===== src/rtl/zx48_video_pkg.sv =====
// ZX48 video timing constants, display-file address mapping and pixel colour mux.
package zx48_video_pkg;
  localparam logic [8:0] HLEN_DEF         = 9'd448;
  localparam logic [8:0] VLEN_DEF         = 9'd312;
  localparam logic [8:0] INT_LEN_DEF      = 9'd64;
  localparam logic [8:0] DISP_W           = 9'd256;
  localparam logic [8:0] DISP_H_DEF       = 9'd192;
  localparam logic [8:0] HBLANK_FIRST     = 9'd320;
  localparam logic [8:0] HBLANK_LAST      = 9'd415;
  localparam logic [8:0] HSYNC_FIRST      = 9'd344;
  localparam logic [8:0] HSYNC_LAST       = 9'd375;
  localparam logic [8:0] VBLANK_FIRST_DEF = 9'd248;
  localparam logic [8:0] VBLANK_LINES     = 9'd8;
  localparam logic [8:0] VSYNC_LINES      = 9'd4;
  localparam logic [8:0] FETCH_LEAD       = 9'd8;

  typedef struct packed {
    logic hsync;
    logic vsync;
    logic blank;
    logic int_n;
  } sync_t;

  // Bitmap rows are interleaved: third, pixel row within cell, cell row.
  function automatic logic [12:0] bitmap_addr(input logic [7:0] line, input logic [4:0] col);
    return {line[7:6], line[2:0], line[5:3], col};
  endfunction

  function automatic logic [12:0] attr_addr(input logic [7:0] line, input logic [4:0] col);
    return {3'b110, line[7:3], col};
  endfunction

  function automatic logic [3:0] pixel_colour(input logic pix, input logic [7:0] attr,
                                              input logic flash);
    logic ink_sel;
    ink_sel = pix ^ (attr[7] & flash);
    return {attr[6], ink_sel ? attr[2:0] : attr[5:3]};
  endfunction
endpackage


===== src/rtl/ula_shifter.sv =====
// Pixel shift register and attribute latch; presents the colour of the current pixel.
module ula_shifter
  import zx48_video_pkg::*;
(
  input  logic       clock,
  input  logic       reset,
  input  logic       load,
  input  logic [7:0] bitmap,
  input  logic [7:0] attr_in,
  input  logic       flash,
  output logic [3:0] colour
);
  logic [7:0] sh, attr;

  always_ff @(posedge clock or negedge reset) begin
    if (!reset) begin
      sh   <= '0;
      attr <= '0;
    end else if (load) begin
      sh   <= bitmap;
      attr <= attr_in;
    end else begin
      sh <= {sh[6:0], 1'b0};
    end
  end

  assign colour = pixel_colour(sh[7], attr, flash);
endmodule


===== src/rtl/video_ula.sv =====
// ZX48 ULA video stage: beam counters, sync/blank/INT decode, display-file fetch, colour out.
module video_ula
  import zx48_video_pkg::*;
#(
  parameter logic [8:0] HLEN         = HLEN_DEF,
  parameter logic [8:0] VLEN         = VLEN_DEF,
  parameter logic [8:0] INT_LEN      = INT_LEN_DEF,
  parameter logic [8:0] DISP_H       = DISP_H_DEF,
  parameter logic [8:0] VBLANK_FIRST = VBLANK_FIRST_DEF,
  parameter int         FLASH_BIT    = 4
) (
  input  logic        clock,
  input  logic        reset,
  input  logic [2:0]  border,
  input  logic [7:0]  vd,
  output logic [12:0] va,
  output logic        hsync,
  output logic        vsync,
  output logic        blank,
  output logic        int_n,
  output logic [3:0]  rgbi,
  output logic [8:0]  hcount,
  output logic [8:0]  vcount
);
  logic [8:0] hc, vc;
  logic [4:0] frame;
  logic       hc_last, vc_last;

  assign hc_last = (hc == HLEN - 9'd1);
  assign vc_last = (vc == VLEN - 9'd1);

  always_ff @(posedge clock or negedge reset) begin
    if (!reset) begin
      hc    <= '0;
      vc    <= '0;
      frame <= '0;
    end else begin
      hc <= hc_last ? 9'd0 : hc + 9'd1;
      if (hc_last) begin
        vc <= vc_last ? 9'd0 : vc + 9'd1;
        if (vc_last) frame <= frame + 5'd1;
      end
    end
  end

  // Fetch runs one column (8 clocks) ahead of the beam, wrapping into the next line.
  logic [9:0] fsum;
  logic [8:0] fc, fl;
  logic       fetch_en;

  always_comb begin
    fsum = {1'b0, hc} + 10'(FETCH_LEAD);
    if (fsum >= {1'b0, HLEN}) fsum = fsum - {1'b0, HLEN};
    fc = fsum[8:0];
    fl = vc;
    if (hc >= HLEN - FETCH_LEAD) fl = vc_last ? 9'd0 : vc + 9'd1;
    fetch_en = (fc < DISP_W) && (fl < DISP_H);
  end

  logic [7:0] bm_lat, at_lat;

  always_ff @(posedge clock or negedge reset) begin
    if (!reset) begin
      va     <= '0;
      bm_lat <= '0;
      at_lat <= '0;
    end else if (fetch_en) begin
      case (fc[2:0])
        3'd0:    va     <= bitmap_addr(fl[7:0], fc[7:3]);
        3'd1:    va     <= attr_addr(fl[7:0], fc[7:3]);
        3'd2:    bm_lat <= vd;
        3'd3:    at_lat <= vd;
        default: ;
      endcase
    end
  end

  // At the last pixel of a column, fetch_en already describes the column about to start.
  logic [3:0] pix;

  ula_shifter u_shifter (
    .clock  (clock),
    .reset  (reset),
    .load   (hc[2:0] == 3'd7),
    .bitmap (fetch_en ? bm_lat : 8'h00),
    .attr_in(fetch_en ? at_lat : 8'h00),
    .flash  (frame[FLASH_BIT]),
    .colour (pix)
  );

  logic  disp, vblank;
  sync_t nxt;

  always_comb begin
    disp      = (hc < DISP_W) && (vc < DISP_H);
    vblank    = (vc >= VBLANK_FIRST) && (vc < VBLANK_FIRST + VBLANK_LINES);
    nxt.hsync = !((hc >= HSYNC_FIRST) && (hc <= HSYNC_LAST));
    nxt.vsync = !((vc >= VBLANK_FIRST) && (vc < VBLANK_FIRST + VSYNC_LINES));
    nxt.blank = ((hc >= HBLANK_FIRST) && (hc <= HBLANK_LAST)) || vblank;
    nxt.int_n = !((vc == VBLANK_FIRST) && (hc < INT_LEN));
  end

  always_ff @(posedge clock or negedge reset) begin
    if (!reset) begin
      hsync  <= 1'b1;
      vsync  <= 1'b1;
      blank  <= 1'b0;
      int_n  <= 1'b1;
      rgbi   <= '0;
      hcount <= '0;
      vcount <= '0;
    end else begin
      hsync  <= nxt.hsync;
      vsync  <= nxt.vsync;
      blank  <= nxt.blank;
      int_n  <= nxt.int_n;
      rgbi   <= nxt.blank ? 4'h0 : (disp ? pix : {1'b0, border});
      hcount <= hc;
      vcount <= vc;
    end
  end
endmodule


===== config.mk =====
export PLATFORM = sky130hd
export DESIGN_NAME = video_ula
export DESIGN_NICKNAME = d
export VERILOG_FILES = /design/src/rtl/zx48_video_pkg.sv /design/src/rtl/ula_shifter.sv /design/src/rtl/video_ula.sv
export SDC_FILE = /design/constraint.sdc
export NUM_CORES = 1
export LEC_CHECK = 0
export BUFFER_PORTS_ARGS = -buffer_cell sky130_fd_sc_hd__buf_2
export CAP_MARGIN = 10
export CELL_PAD_IN_SITES_DETAIL_PLACEMENT = 0
export CELL_PAD_IN_SITES_GLOBAL_PLACEMENT = 2
export CORE_MARGIN = 2
export CORE_UTILIZATION = 38
export CTS_BUF_LIST = sky130_fd_sc_hd__clkbuf_4 sky130_fd_sc_hd__clkbuf_8
export CTS_CLUSTER_DIAMETER = 200
export DETAILED_ROUTE_END_ITERATION = 16
export PLACE_DENSITY = 0.78
export SYNTH_ARGS = -nofsm -noshare
export SYNTH_HDL_FRONTEND = slang
export SYNTH_SLANG_ARGS = --single-unit

===== constraint.sdc =====
create_clock -name clock -period 3.37 [get_ports clock]
set_clock_uncertainty 0.05 [all_clocks]
set_input_delay 0.337 -clock clock [delete_from_list [all_inputs] [get_ports clock]]
set_output_delay 0.337 -clock clock [all_outputs]
set_load 0.01 [all_outputs]

# After elaboration in Yosys (flattened, before gate mapping)

Index checks and enable logic that the tools add are counted.

Logic and storage cells: 71
Bits in registers: 94

Magnitude comparators: 14
Equality and inequality tests: 7
Reduce and logical (&&, ||, !) cells: 17
Mux-type cells: 11
Bitwise logic cells: 2
Add/sub/neg operators: 5

Operator list:

| cell                                                   | number |
|---|---|
| two-way mux 9 bit                                      | 4 |
| >= comparator 9 bit (second input constant)            | 3 |
| < comparator 9 x 8 -> 1 bit (second input constant)    | 3 |
| < comparator 9 bit (second input constant)             | 3 |
| one-hot mux 13 bit (2 select lines)                    | 1 |
| two-way mux 8 bit                                      | 3 |
| adder 9 x 1 -> 9 bit (second input constant)           | 2 |
| == test 9 bit (second input constant)                  | 2 |
| less-or-equal comparator 9 bit (second input constant) | 2 |
| adder 9 x 4 -> 10 bit (second input constant)          | 1 |
| >= comparator 10 x 9 -> 1 bit (second input constant)  | 1 |
| == test 9 x 8 -> 1 bit (second input constant)         | 1 |
| >= comparator 9 x 8 -> 1 bit (second input constant)   | 1 |
| < comparator 9 x 7 -> 1 bit (second input constant)    | 1 |
| subtractor 9 bit (second input constant)               | 1 |
| two-way mux 4 bit                                      | 2 |
| AND reduction 2 bit                                    | 4 |
| logical AND 1 bit                                      | 7 |
| == test 3 x 2 -> 1 bit (second input constant)         | 2 |
| adder 5 x 1 -> 5 bit (second input constant)           | 1 |
| == test 3 x 1 -> 1 bit (second input constant)         | 1 |
| == test 3 bit (second input constant)                  | 1 |
| zero test 1 bit                                        | 3 |
| zero test 3 bit                                        | 1 |
| other kinds (5)                                        | 5 |

# Logic depth before layout (Yosys ltp)

Gate-level depths: netlist (run 1).

Depth after elaboration: 7
Depth in mapped cells: 12
Gate-level depth less buffers: 9

# Hierarchy

Synthesis (run 1) repeated with hierarchy kept, for this count alone.

Cell total of the unflattened synthesis: 363
Area, all modules: 4385.5 µm²

Modules (own cells, without submodules):

| module      | instances | area an instance (µm²) | sequential area each (µm²) | cells each |
|---|---|---|---|---|
| video_ula   | 1         | 3719.8                 | 1955.6                     | 323 |
| ula_shifter | 1         | 665.6                  | 400.4                      | 40 |

# Least setup slack after synthesis (run 1)

OpenSTA, ideal clock, no wires.

Kind: flip-flop to flip-flop
From: reg hc[4]
To: reg va[10]
Cell stages (with the launch flop): 12
Arrival time: 2582 ps
Required time: 3195 ps
Buffers on the path: 2
Setup slack: 612 ps
Cells stage by stage: dfrtp_1 > ha_1 > clkbuf_1 > nand3_1 > xnor2_1 > ha_1 > nand2_1 > mux2i_1 > a21oi_1 > nand4_4 > buf_6 > mux2_4

Cells in the longest elaborated chain, start to end: 6

Ends and longest elaborated chain:

| element                                                                  | line            | text |
|---|---|---|
| start, declared                                                          | video_ula.sv:25 | `logic [8:0] hc, vc;` |
| start signal, assigned                                                   | video_ula.sv:38 | `hc <= hc_last ? 9'd0 : hc + 9'd1;` |
| adder 9 x 4 -> 10 bit                                                    | video_ula.sv:52 | `fsum = {1'b0, hc} + 10'(FETCH_LEAD);` |
| subtractor 9 bit / >= comparator 10 x 9 -> 1 bit (equally long branches) | video_ula.sv:53 | `if (fsum >= {1'b0, HLEN}) fsum = fsum - {1'b0, HLEN};` |
| two-way mux 9 bit                                                        | video_ula.sv:53 |  |
| < comparator 9 bit (tied with other cells)                               | video_ula.sv:57 | `fetch_en = (fc < DISP_W) && (fl < DISP_H);` |
| logical AND 1 bit / nonzero test 2 bit (equally long branches)           | --              |  |
| AND reduction 2 bit (no source line)                                     | --              |  |
| end signal, assigned                                                     | video_ula.sv:69 | `3'd0: va <= bitmap_addr(fl[7:0], fc[7:3]);` |
| end signal, assigned                                                     | video_ula.sv:70 | `3'd1: va <= attr_addr(fl[7:0], fc[7:3]);` |
| end, declared                                                            | video_ula.sv:16 | `output logic [12:0] va,` |

Parallel ways exist; a longest one is shown, timed or not. The select of a mux whose other input is x is not followed.
A chain may end at the register's enable or synchronous reset.

# Worst setup path after layout (run 1)

From: reg hc[4]
To: reg va[7]

Same word-level chain as after synthesis.

==> impl_metrics.py, run 1 <==
metrics = {
    "yosys": {
        "synth_cell_type_count": 50,
        "postSynth.asyncResetShare_pct": 100,
        "yosys_most_used_dff": "dfrtp_1",
        "netlist_instances": 343,
        "synth_nets": 369,
        "synth-xor-area-share_pct": 4.14,
        "netlist_area_um2": 4230,
        "ys_ff_latch": 94,
        "synth-simple-area-share_pct": 11.9,
        "yosysWarnings": 0,
        "ys_seq_area_share_pct": 55.7,
        "synth_compound_area_share_pct": 10.6,
        "synth_edf_count": 0,
        "synthAdderAreaFrac_pct": 3.85,
        "synthMuxAreaShare_pct": 10.5,
        "postSynthAreaPerCell_um2": 12.3,
        "synth_top_family_by_area": "simple AND/OR/NAND/NOR gates",
    },
    "setup_path": {
        "critPathCaptureType": "register",
        "worstPathArrival_ps": 3150,
        "crit_path_max_fanout": 13,
        "timing.critical_path.required_ps": 3580,
        "rr_endpoint": "va[7]",
        "critPathMaxStageDelay_ps": 540,
        "reg2reg_slack_ps": 440,
        "endpoint": "va[7]",
        "cp-startpoint": "hc[4]",
        "crit_top_cell": "ha_1",
        "cp_cell_sequence": "ha_1 > nand3_1 > xnor2_1 > ha_1 > nand2_1 > mux2i_1 > a21oi_1 > buf_4 > nand4_4 > mux2_4",
        "crit_slowest_cell": "dfrtp_1",
        "critPathLaunchType": "register",
        "rr_worst_depth": 10,
        "reg2reg_from": "hc[4]",
        "criticalPathCategory": "reg2reg",
    },
    "power_and_ir_drop": {
        "vdd_ir_drop_max_v": 0.000231,
        "p_total_mw": 1.95,
        "powerDensity_nw_per_um2": 405,
        "power_leakage_nw": 2.21,
    },
    "global_routing": {
        "gr-usage-met2_pct": 23.5,
        "grt_max_degree": 61,
        "track_usage_pct": 15.7,
        "first_global_vias": 2710,
        "antenna_found_initial": 0,
        "grt_use_met1_pct": 22.0,
        "grt_use_met3_pct": 2.67,
        "grt_pass1_wl_um": 14100,
        "grt-ovfl-total": 0,
        "busiest_layer": "met2",
    },
    "final_layout": {
        "instances_no_fill": 541,
        "final_nets": 422,
        "final_cell_mix": "dfrtp_1, buf_2, nand2_1",
        "fin_area_um2": 4810,
        "layout-drive-gt1-share_pct": 29.4,
        "syn_to_final_growth_pct": 13.9,
        "final_common_cell": "dfrtp_1",
        "antenna_cells": 0,
    },
    "sta": {
        "setup_violations": 0,
        "maxSlewHeadroom_pct": 47.8,
        "rsz0062_at_grt": "no",
        "tightest_slew_ps": 783,
        "hold_viol_final": 14,
        "fin_crit_ps": 2930,
        "min_period_over_period_pct": 87.0,
        "finalMaxSlewViolations": 0,
        "hold_ws_ps": -23.8,
        "fmax_ghz": 0.341,
        "tns_ps": 0,
    },
    "die": {
        "die_area_um2": 12000,
        "initial_core_util_pct": 39.0,
        "placementRows": 38,
        "io_pins": 52,
        "die_w_um": 109,
        "core_um2": 10800,
        "fp.dieH_um": 109,
    },
    "detailed_routing": {
        "num_vias": 2777,
        "route.detailed.drc": 0,
        "drt_wl_total_um": 8560,
        "wl_per_cell_um": 15.8,
        "ant_nets": 0,
        "drt_iter0_markers": 84,
        "drtPass1Iterations": 4,
        "viasPerCell": 5.13,
    },
    "worst_hold_path": {
        "min_path_type": "in2async",
    },
    "placement": {
        "gp_congestion": 0.752,
        "dp.cells": 525,
        "hpwl_um": 5820,
        "numPortBuffers": 51,
        "placed_area_um2": 4630,
    },
    "clocking": {
        "holdBufCountCts": 0,
        "cts_buffer_depth": 2,
        "h-tree-depth": 3,
        "clkSlewWorstSetupHoldPaths_ps": 90,
        "cts_resized": 0,
        "clock_sinks": 94,
        "clk_latency_ps": 380,
        "cts_root_buf": "clkbuf_8",
        "cts_tree": "built",
        "numCtsBuffers": 9,
        "postCtsSetupRepairBufs": 0,
    },
    "outcome": {
        "status": "finished with violations",
        "failed_checks": "negative hold slack",
    },
    "job": {
        "max_cap_violations": 0,
    },
}
==> cell usage after synthesis (4+ instances only) <==
cell      number  area share, %
a22o_1        15            3.1
a21oi_1        9            1.1
nor2b_1        4           0.59
o21ai_0       16            1.9
mux2_2        22            5.9
buf_2          5           0.59
nand3_1       11            1.3
inv_1          9           0.80
mux2i_1        6            1.4
nand2_1       24            2.1
a211oi_1       4           0.71
dfrtp_1       91             54
mux2_4         9            3.2
and3_1         4           0.59
xnor2_1       13            2.7
xor2_1         7            1.5
nor2_1        16            1.4
nand4_1        6           0.89
clkbuf_1       8           0.71
ha_1          13            3.8
==> layer usage <==
metal | part of all wire [%] | up-vias
li1 | - | 1333
met1 | 48 | 1390
met2 | 46 | 40
met3 | 2.7 | 14
met4 | 2.4 | 0
met5 | 0 | -
==> worst max-delay path, delay by kind of cell, from the launching register on <==
kind | cells | cell delay [ps]
XOR/XNOR | 1 | 180
adder cells (fa/ha/maj) | 2 | 680
AO/OA/AOI/OAI | 1 | 160
AND/OR/NAND/NOR | 3 | 580
multiplexers | 2 | 460
buffers and inverters | 1 | 160
flip-flops | 1 | 540
==> how the worst min path moves through the flow <==
| stage | from | slack (ps) | to |
|---|---|---|---|
| after floorplan | reset | -9 | at_lat[0] |
| after global placement | u_shifter.sh[3] | 410 | u_shifter.sh[4] |
| after detailed placement | reset | 420 | vc[7] |
| after CTS | reset | 10 | vc[5] |
| after global routing | reset | 40 | va[7] |
| final | reset | -20 | va[6] |
==> power by group <==
part	internal (mW)	switching, mW
logic	0.0265	0.0343
registers	1.15	0.00959
clock network	0.301	0.430
total	1.48	0.473
==> state kept, by name (all words and copies together) (netlist names) <==
signal / count
at_lat: 8
blank: 1
bm_lat: 8
frame: 5
hc: 9
hcount: 9
hsync: 1
int_n: 1
rgbi: 4
u_shifter.attr: 8
u_shifter.sh: 8
va: 13
vc: 9
vcount: 9
vsync: 1
==> final cells by class <==
| cell class | instances | area, um2 |
|---|---|---|
| Fill cell | 1029 | 6030 |
| Multi-Input combinational cell | 221 | 1730 |
| Clock buffer | 10 | 138 |
| Inverter | 9 | 33.8 |
| Sequential cell | 94 | 2360 |
| Timing Repair Buffer | 61 | 333 |
| Clock inverter | 6 | 48.8 |
| Tap cell | 140 | 175 |
==> stage by stage <==
step / util [%] / setup WS, ps
3_5_place_dp: 42.7 / 477
5_1_grt: 44.4 / 256
4_1_cts: 44.4 / 443
2_1_floorplan: - / 612
6_report: 44.4 / 437
3_3_place_gp: 42.7 / 507
==> cell families after synthesis <==
family / after synthesis
xor gates and xnor gates: 20
buffers and inverters: 28
and+or+nand+nor: 90
adders and majority gates: 13
DFF: 94
muxes: 37
AOI/OAI and AO/OA: 61
(Power assumes the default switching activity.)
==> inputs of run 2 (changes only) <==
--- a/config.mk
+++ b/config.mk
@@ -7,14 +7,12 @@
 export LEC_CHECK = 0
 export BUFFER_PORTS_ARGS = -buffer_cell sky130_fd_sc_hd__buf_2
 export CAP_MARGIN = 10
-export CELL_PAD_IN_SITES_DETAIL_PLACEMENT = 0
-export CELL_PAD_IN_SITES_GLOBAL_PLACEMENT = 2
 export CORE_MARGIN = 2
 export CORE_UTILIZATION = 38
 export CTS_BUF_LIST = sky130_fd_sc_hd__clkbuf_4 sky130_fd_sc_hd__clkbuf_8
 export CTS_CLUSTER_DIAMETER = 200
 export DETAILED_ROUTE_END_ITERATION = 16
-export PLACE_DENSITY = 0.78
+export PLACE_DENSITY = 0.57
 export SYNTH_ARGS = -nofsm -noshare
 export SYNTH_HDL_FRONTEND = slang
 export SYNTH_SLANG_ARGS = --single-unit
==> impl_metrics.py, run 2 (synthesis results as in run 1) <==
metrics = {
    "sta": {
        "tightest_slew_ps": 1030,
        "worst_slack_ps": 124,
        "setup_violations": 0,
        "hold_viol_final": 0,
        "min_period_over_period_pct": 96.3,
        "finalMaxSlewViolations": 0,
        "tns_ps": 0,
        "fin_crit_ps": 3250,
        "fmax_ghz": 0.308,
        "rsz0062_at_grt": "no",
        "maxSlewHeadroom_pct": 31.3,
    },
    "die": {
        "fp.dieH_um": 109,
        "die_area_um2": 12000,
        "die_w_um": 109,
        "placementRows": 38,
        "io_pins": 52,
        "initial_core_util_pct": 39.0,
        "core_um2": 10800,
    },
    "clocking": {
        "numCtsBuffers": 9,
        "cts_resized": 0,
        "h-tree-depth": 3,
        "holdBufCountCts": 0,
        "cts_buffer_depth": 2,
        "clk_latency_ps": 370,
        "clkSlewWorstSetupHoldPaths_ps": 100,
        "cts_tree": "built",
        "postCtsSetupRepairBufs": 0,
        "clock_sinks": 94,
        "cts_root_buf": "clkbuf_8",
    },
    "placement": {
        "numPortBuffers": 51,
        "hpwl_um": 5610,
        "placed_area_um2": 4600,
        "pre_cts_slack_ps": 227,
        "gp_congestion": 0.770,
    },
    "worst_hold_path": {
        "min_path_type": "in2async",
    },
    "detailed_routing": {
        "drtPass1Iterations": 5,
        "num_vias": 2763,
        "drt_iter0_markers": 99,
        "drt_wl_total_um": 8120,
        "wl_per_cell_um": 15.1,
        "ant_nets": 0,
        "route.detailed.drc": 0,
        "viasPerCell": 5.15,
    },
    "final_layout": {
        "regMostFlops": "va",
        "fin_area_um2": 4800,
        "final_nets": 418,
        "final_common_cell": "dfrtp_1",
        "n_fill_cell": 1081,
        "antenna_cells": 0,
        "multiInputGateArea_um2": 1730,
        "final_cell_mix": "dfrtp_1, buf_2, nand2_1",
        "syn_to_final_growth_pct": 13.5,
        "layout-drive-gt1-share_pct": 28.7,
        "largest_reg_flops": 13,
        "regArea_um2": 2360,
    },
    "power_and_ir_drop": {
        "vdd_ir_drop_max_v": 0.000173,
        "p_total_mw": 1.95,
        "powerDensity_nw_per_um2": 407,
        "power_leakage_nw": 2.18,
    },
    "global_routing": {
        "grt_pass1_wl_um": 13700,
        "first_global_vias": 2730,
        "track_usage_pct": 14.8,
        "grt_max_degree": 86,
        "grt-ovfl-total": 0,
        "antenna_found_initial": 0,
    },
    "setup_path": {
        "critPathCaptureType": "register",
        "criticalPathCategory": "reg2reg",
        "timing.critical_path.required_ps": 3580,
        "crit_slowest_cell": "dfrtp_1",
        "reg2reg_slack_ps": 120,
        "cp_cell_sequence": "ha_1 > nand3_1 > xnor2_1 > ha_1 > nand2_1 > mux2i_1 > a21oi_1 > nand4_4 > mux2_4",
        "critPathMaxStageDelay_ps": 570,
        "critPathLaunchType": "register",
        "crit_path_max_fanout": 13,
        "crit_top_cell": "ha_1",
        "worstPathArrival_ps": 3450,
    },
    "job": {
        "max_cap_violations": 0,
    },
    "outcome": {
        "status": "finished, final reports clean",
    },
}
## run 2: cell types whose count changed in the layout (fill, tap and decap cells not counted)
| cell | before | now |
|---|---|---|
| clkinvlp_4 | 0 | 1 |
| inv_6 | 5 | 4 |
| buf_4 | 11 | 7 |
| clkinv_8 | 0 | 2 |
| clkbuf_8 | 10 | 9 |
| clkinv_2 | 1 | 0 |
## run 2: report_power, final
part,leakage [nW],total [mW],internal [mW],switching [mW]
sequential,1.18,1.16,1.15,0.00945
clock,0.0968,0.736,0.291,0.445
combinational,0.905,0.0596,0.0258,0.0339
total,2.18,1.95,1.47,0.488
## run 2: final timing paths
check,start,to,depth (start not counted)
worst max-delay path,hc[4],va[5],9
worst min-delay path,reset,frame[2],1
worst max register to register,hc[4],va[5],9
worst min register to register,frame[3],frame[3],1
max in group asynchronous,reset,va[1],2
min in group clock,vd[1],bm_lat[1],2
## run 2: per-stage QoR
step                      utilization (%)  hold WS, ps  std cells
after floorplan                         -        -8.59        343
after global placement               42.4          407        521
after detailed placement             42.4          415        521
after CTS                            44.2          145        537
after global routing                 44.2          147        537
final                                44.2          115        537
## run 2: worst max-delay path: cells and delay by family (launching register included)
family | cells | cell delay [ps]
and+or+nand+nor | 3 | 670
DFF | 1 | 570
muxes | 2 | 470
adders and majority gates | 2 | 680
xor gates and xnor gates | 1 | 180
AOI/OAI and AO/OA | 1 | 510
## run 2: routing by layer
metal	track usage, %	up-vias	wire [um]
met4	5.88	0	136
met5	0	-	0
met3	2.79	13	257
met2	22.4	55	3700
met1	21.1	1363	4020
li1	-	1332	-
## run 2: layout make-up
cell class | instances | share of cell area, %
Timing Repair Buffer | 57 | 6.31
Inverter | 9 | 0.704
Multi-Input combinational cell | 221 | 36.1
Clock buffer | 9 | 2.58
Sequential cell | 94 | 49.1
Clock inverter | 7 | 1.57
Tap cell | 140 | 3.65
==> inputs of run 3 (changes only) <==
--- a/config.mk
+++ b/config.mk
@@ -7,12 +7,14 @@
 export LEC_CHECK = 0
 export BUFFER_PORTS_ARGS = -buffer_cell sky130_fd_sc_hd__buf_2
 export CAP_MARGIN = 10
+export CELL_PAD_IN_SITES_DETAIL_PLACEMENT = 1
+export CELL_PAD_IN_SITES_GLOBAL_PLACEMENT = 2
 export CORE_MARGIN = 2
 export CORE_UTILIZATION = 38
 export CTS_BUF_LIST = sky130_fd_sc_hd__clkbuf_4 sky130_fd_sc_hd__clkbuf_8
 export CTS_CLUSTER_DIAMETER = 200
 export DETAILED_ROUTE_END_ITERATION = 16
-export PLACE_DENSITY = 0.57
+export PLACE_DENSITY = 0.78
 export SYNTH_ARGS = -nofsm -noshare
 export SYNTH_HDL_FRONTEND = slang
 export SYNTH_SLANG_ARGS = --single-unit
==> impl_metrics.py, run 3 (synthesis results as in run 1) <==
metrics = {
    "outcome": {
        "status": "finished, final reports clean",
    },
    "detailed_routing": {
        "drt_wl_total_um": 9420,
        "wl_per_cell_um": 17.4,
        "drtPass1Iterations": 6,
        "drt_iter0_markers": 85,
        "viasPerCell": 5.22,
        "ant_nets": 0,
        "num_vias": 2827,
        "route.detailed.drc": 0,
    },
    "die": {
        "initial_core_util_pct": 39.0,
        "placementRows": 38,
        "die_area_um2": 12000,
        "die_w_um": 109,
        "core_um2": 10800,
        "io_pins": 52,
        "fp.dieH_um": 109,
    },
    "clocking": {
        "cts_buffer_depth": 2,
        "cts_tree": "built",
        "holdBufCountCts": 1,
        "clk_latency_ps": 380,
        "clock_sinks": 94,
        "postCtsSetupRepairBufs": 0,
        "clkSlewWorstSetupHoldPaths_ps": 100,
        "cts_resized": 0,
        "numCtsBuffers": 9,
        "cts_root_buf": "clkbuf_8",
        "h-tree-depth": 3,
    },
    "sta": {
        "min_period_over_period_pct": 92.4,
        "worst_slack_ps": 255,
        "maxSlewHeadroom_pct": 48.6,
        "tightest_slew_ps": 770,
        "fin_crit_ps": 3120,
        "hold_ws_ps": 151,
        "finalMaxSlewViolations": 0,
        "rsz0062_at_grt": "no",
        "tns_ps": 0,
        "fmax_ghz": 0.321,
        "setup_violations": 0,
        "hold_viol_final": 0,
    },
    "final_layout": {
        "syn_to_final_growth_pct": 14.4,
        "regMostFlops": "va",
        "final_nets": 423,
        "final_cell_mix": "dfrtp_1, buf_2, nand2_1",
        "layout-drive-gt1-share_pct": 29.4,
        "largest_reg_flops": 13,
        "utilization_pct": 44.6,
        "antenna_cells": 0,
        "final_common_cell": "dfrtp_1",
    },
    "power_and_ir_drop": {
        "power_leakage_nw": 2.22,
        "vdd_ir_drop_max_v": 0.000224,
        "powerDensity_nw_per_um2": 411,
    },
    "setup_path": {
        "path_delay_family": "adder cells",
        "critPathBufInv": 1,
        "crit_slowest_cell": "dfrtp_1",
        "critPathCaptureType": "register",
        "criticalPathCategory": "reg2reg",
        "cp_cell_sequence": "ha_1 > nand3_1 > xnor2_1 > ha_1 > mux2i_1 > a21oi_1 > buf_4 > nand4_2 > mux2_2",
        "critPathLaunchType": "register",
        "critPathMaxStageDelay_ps": 540,
        "crit_top_cell": "ha_1",
        "worstPathArrival_ps": 3340,
        "timing.critical_path.required_ps": 3590,
        "crit_path_max_fanout": 10,
    },
    "global_routing": {
        "grt_max_degree": 61,
        "track_usage_pct": 17.1,
        "grt-ovfl-total": 0,
        "antenna_found_initial": 0,
        "grt_pass1_wl_um": 15400,
        "first_global_vias": 2968,
    },
    "placement": {
        "numPortBuffers": 51,
        "hpwl_um": 6480,
        "pre_cts_slack_ps": 412,
        "gp_congestion": 0.752,
    },
    "worst_hold_path": {
        "min_path_type": "in2reg",
    },
    "job": {
        "max_cap_violations": 0,
    },
}
run 3: cell count changes in the layout (fill, tap and decap cells not counted), sizes merged:
cell / previous run / this run
buf: 57 / 61
clkbuf: 9 / 10
clkinv: 2 / 1
clkinvlp: 1 / 0
dlygate4sd3: 0 / 1
inv: 13 / 14
run 3: metrics by stage:
stage | instance area, um2 | power (mW) | std cells
finish | 4830 | 1.99 | 542
global route | 4830 | 2.08 | 542
CTS | 4830 | 2.02 | 542
detailed placement | 4630 | 1.25 | 525
global placement | 4630 | 1.24 | 525
floorplan | 4230 | 1.20 | 343
run 3: final timing paths:
check | startpoint | endpoint | slack (ps) | depth (start not counted)
setup reg to reg | hc[4] | bm_lat[4] | 250 | 9
hold reg to reg | u_shifter.sh[6] | u_shifter.sh[7] | 430 | 1
setup / recovery | hc[4] | bm_lat[4] | 250 | 9
hold / removal | vd[6] | bm_lat[6] | 150 | 2
max in group asynchronous | reset | vsync | 1940 | 3
min in group asynchronous | reset | va[5] | 510 | 2
run 3: routing by layer:
metal	vias up	part of all wire, %	global-route usage (%)
met5	-	0	0
met4	0	1.8	6.69
met3	12	3.0	3.85
met2	48	49	27.5
met1	1437	46	22.5
li1	1330	-	-
run 3: power by group:
part | switching, mW | internal (mW) | total, mW | leakage [nW]
registers | 0.0102 | 1.15 | 1.16 | 1.18
clock network | 0.454 | 0.311 | 0.765 | 0.103
logic | 0.0354 | 0.0274 | 0.0627 | 0.929
run 3: layout make-up:
cell class | instances | area, um2
Clock inverter | 6 | 60.1
Timing Repair Buffer | 62 | 343
Multi-Input combinational cell | 221 | 1730
Clock buffer | 10 | 138
Sequential cell | 94 | 2360
Fill cell | 1190 | 6010
Inverter | 9 | 33.8
Tap cell | 140 | 175
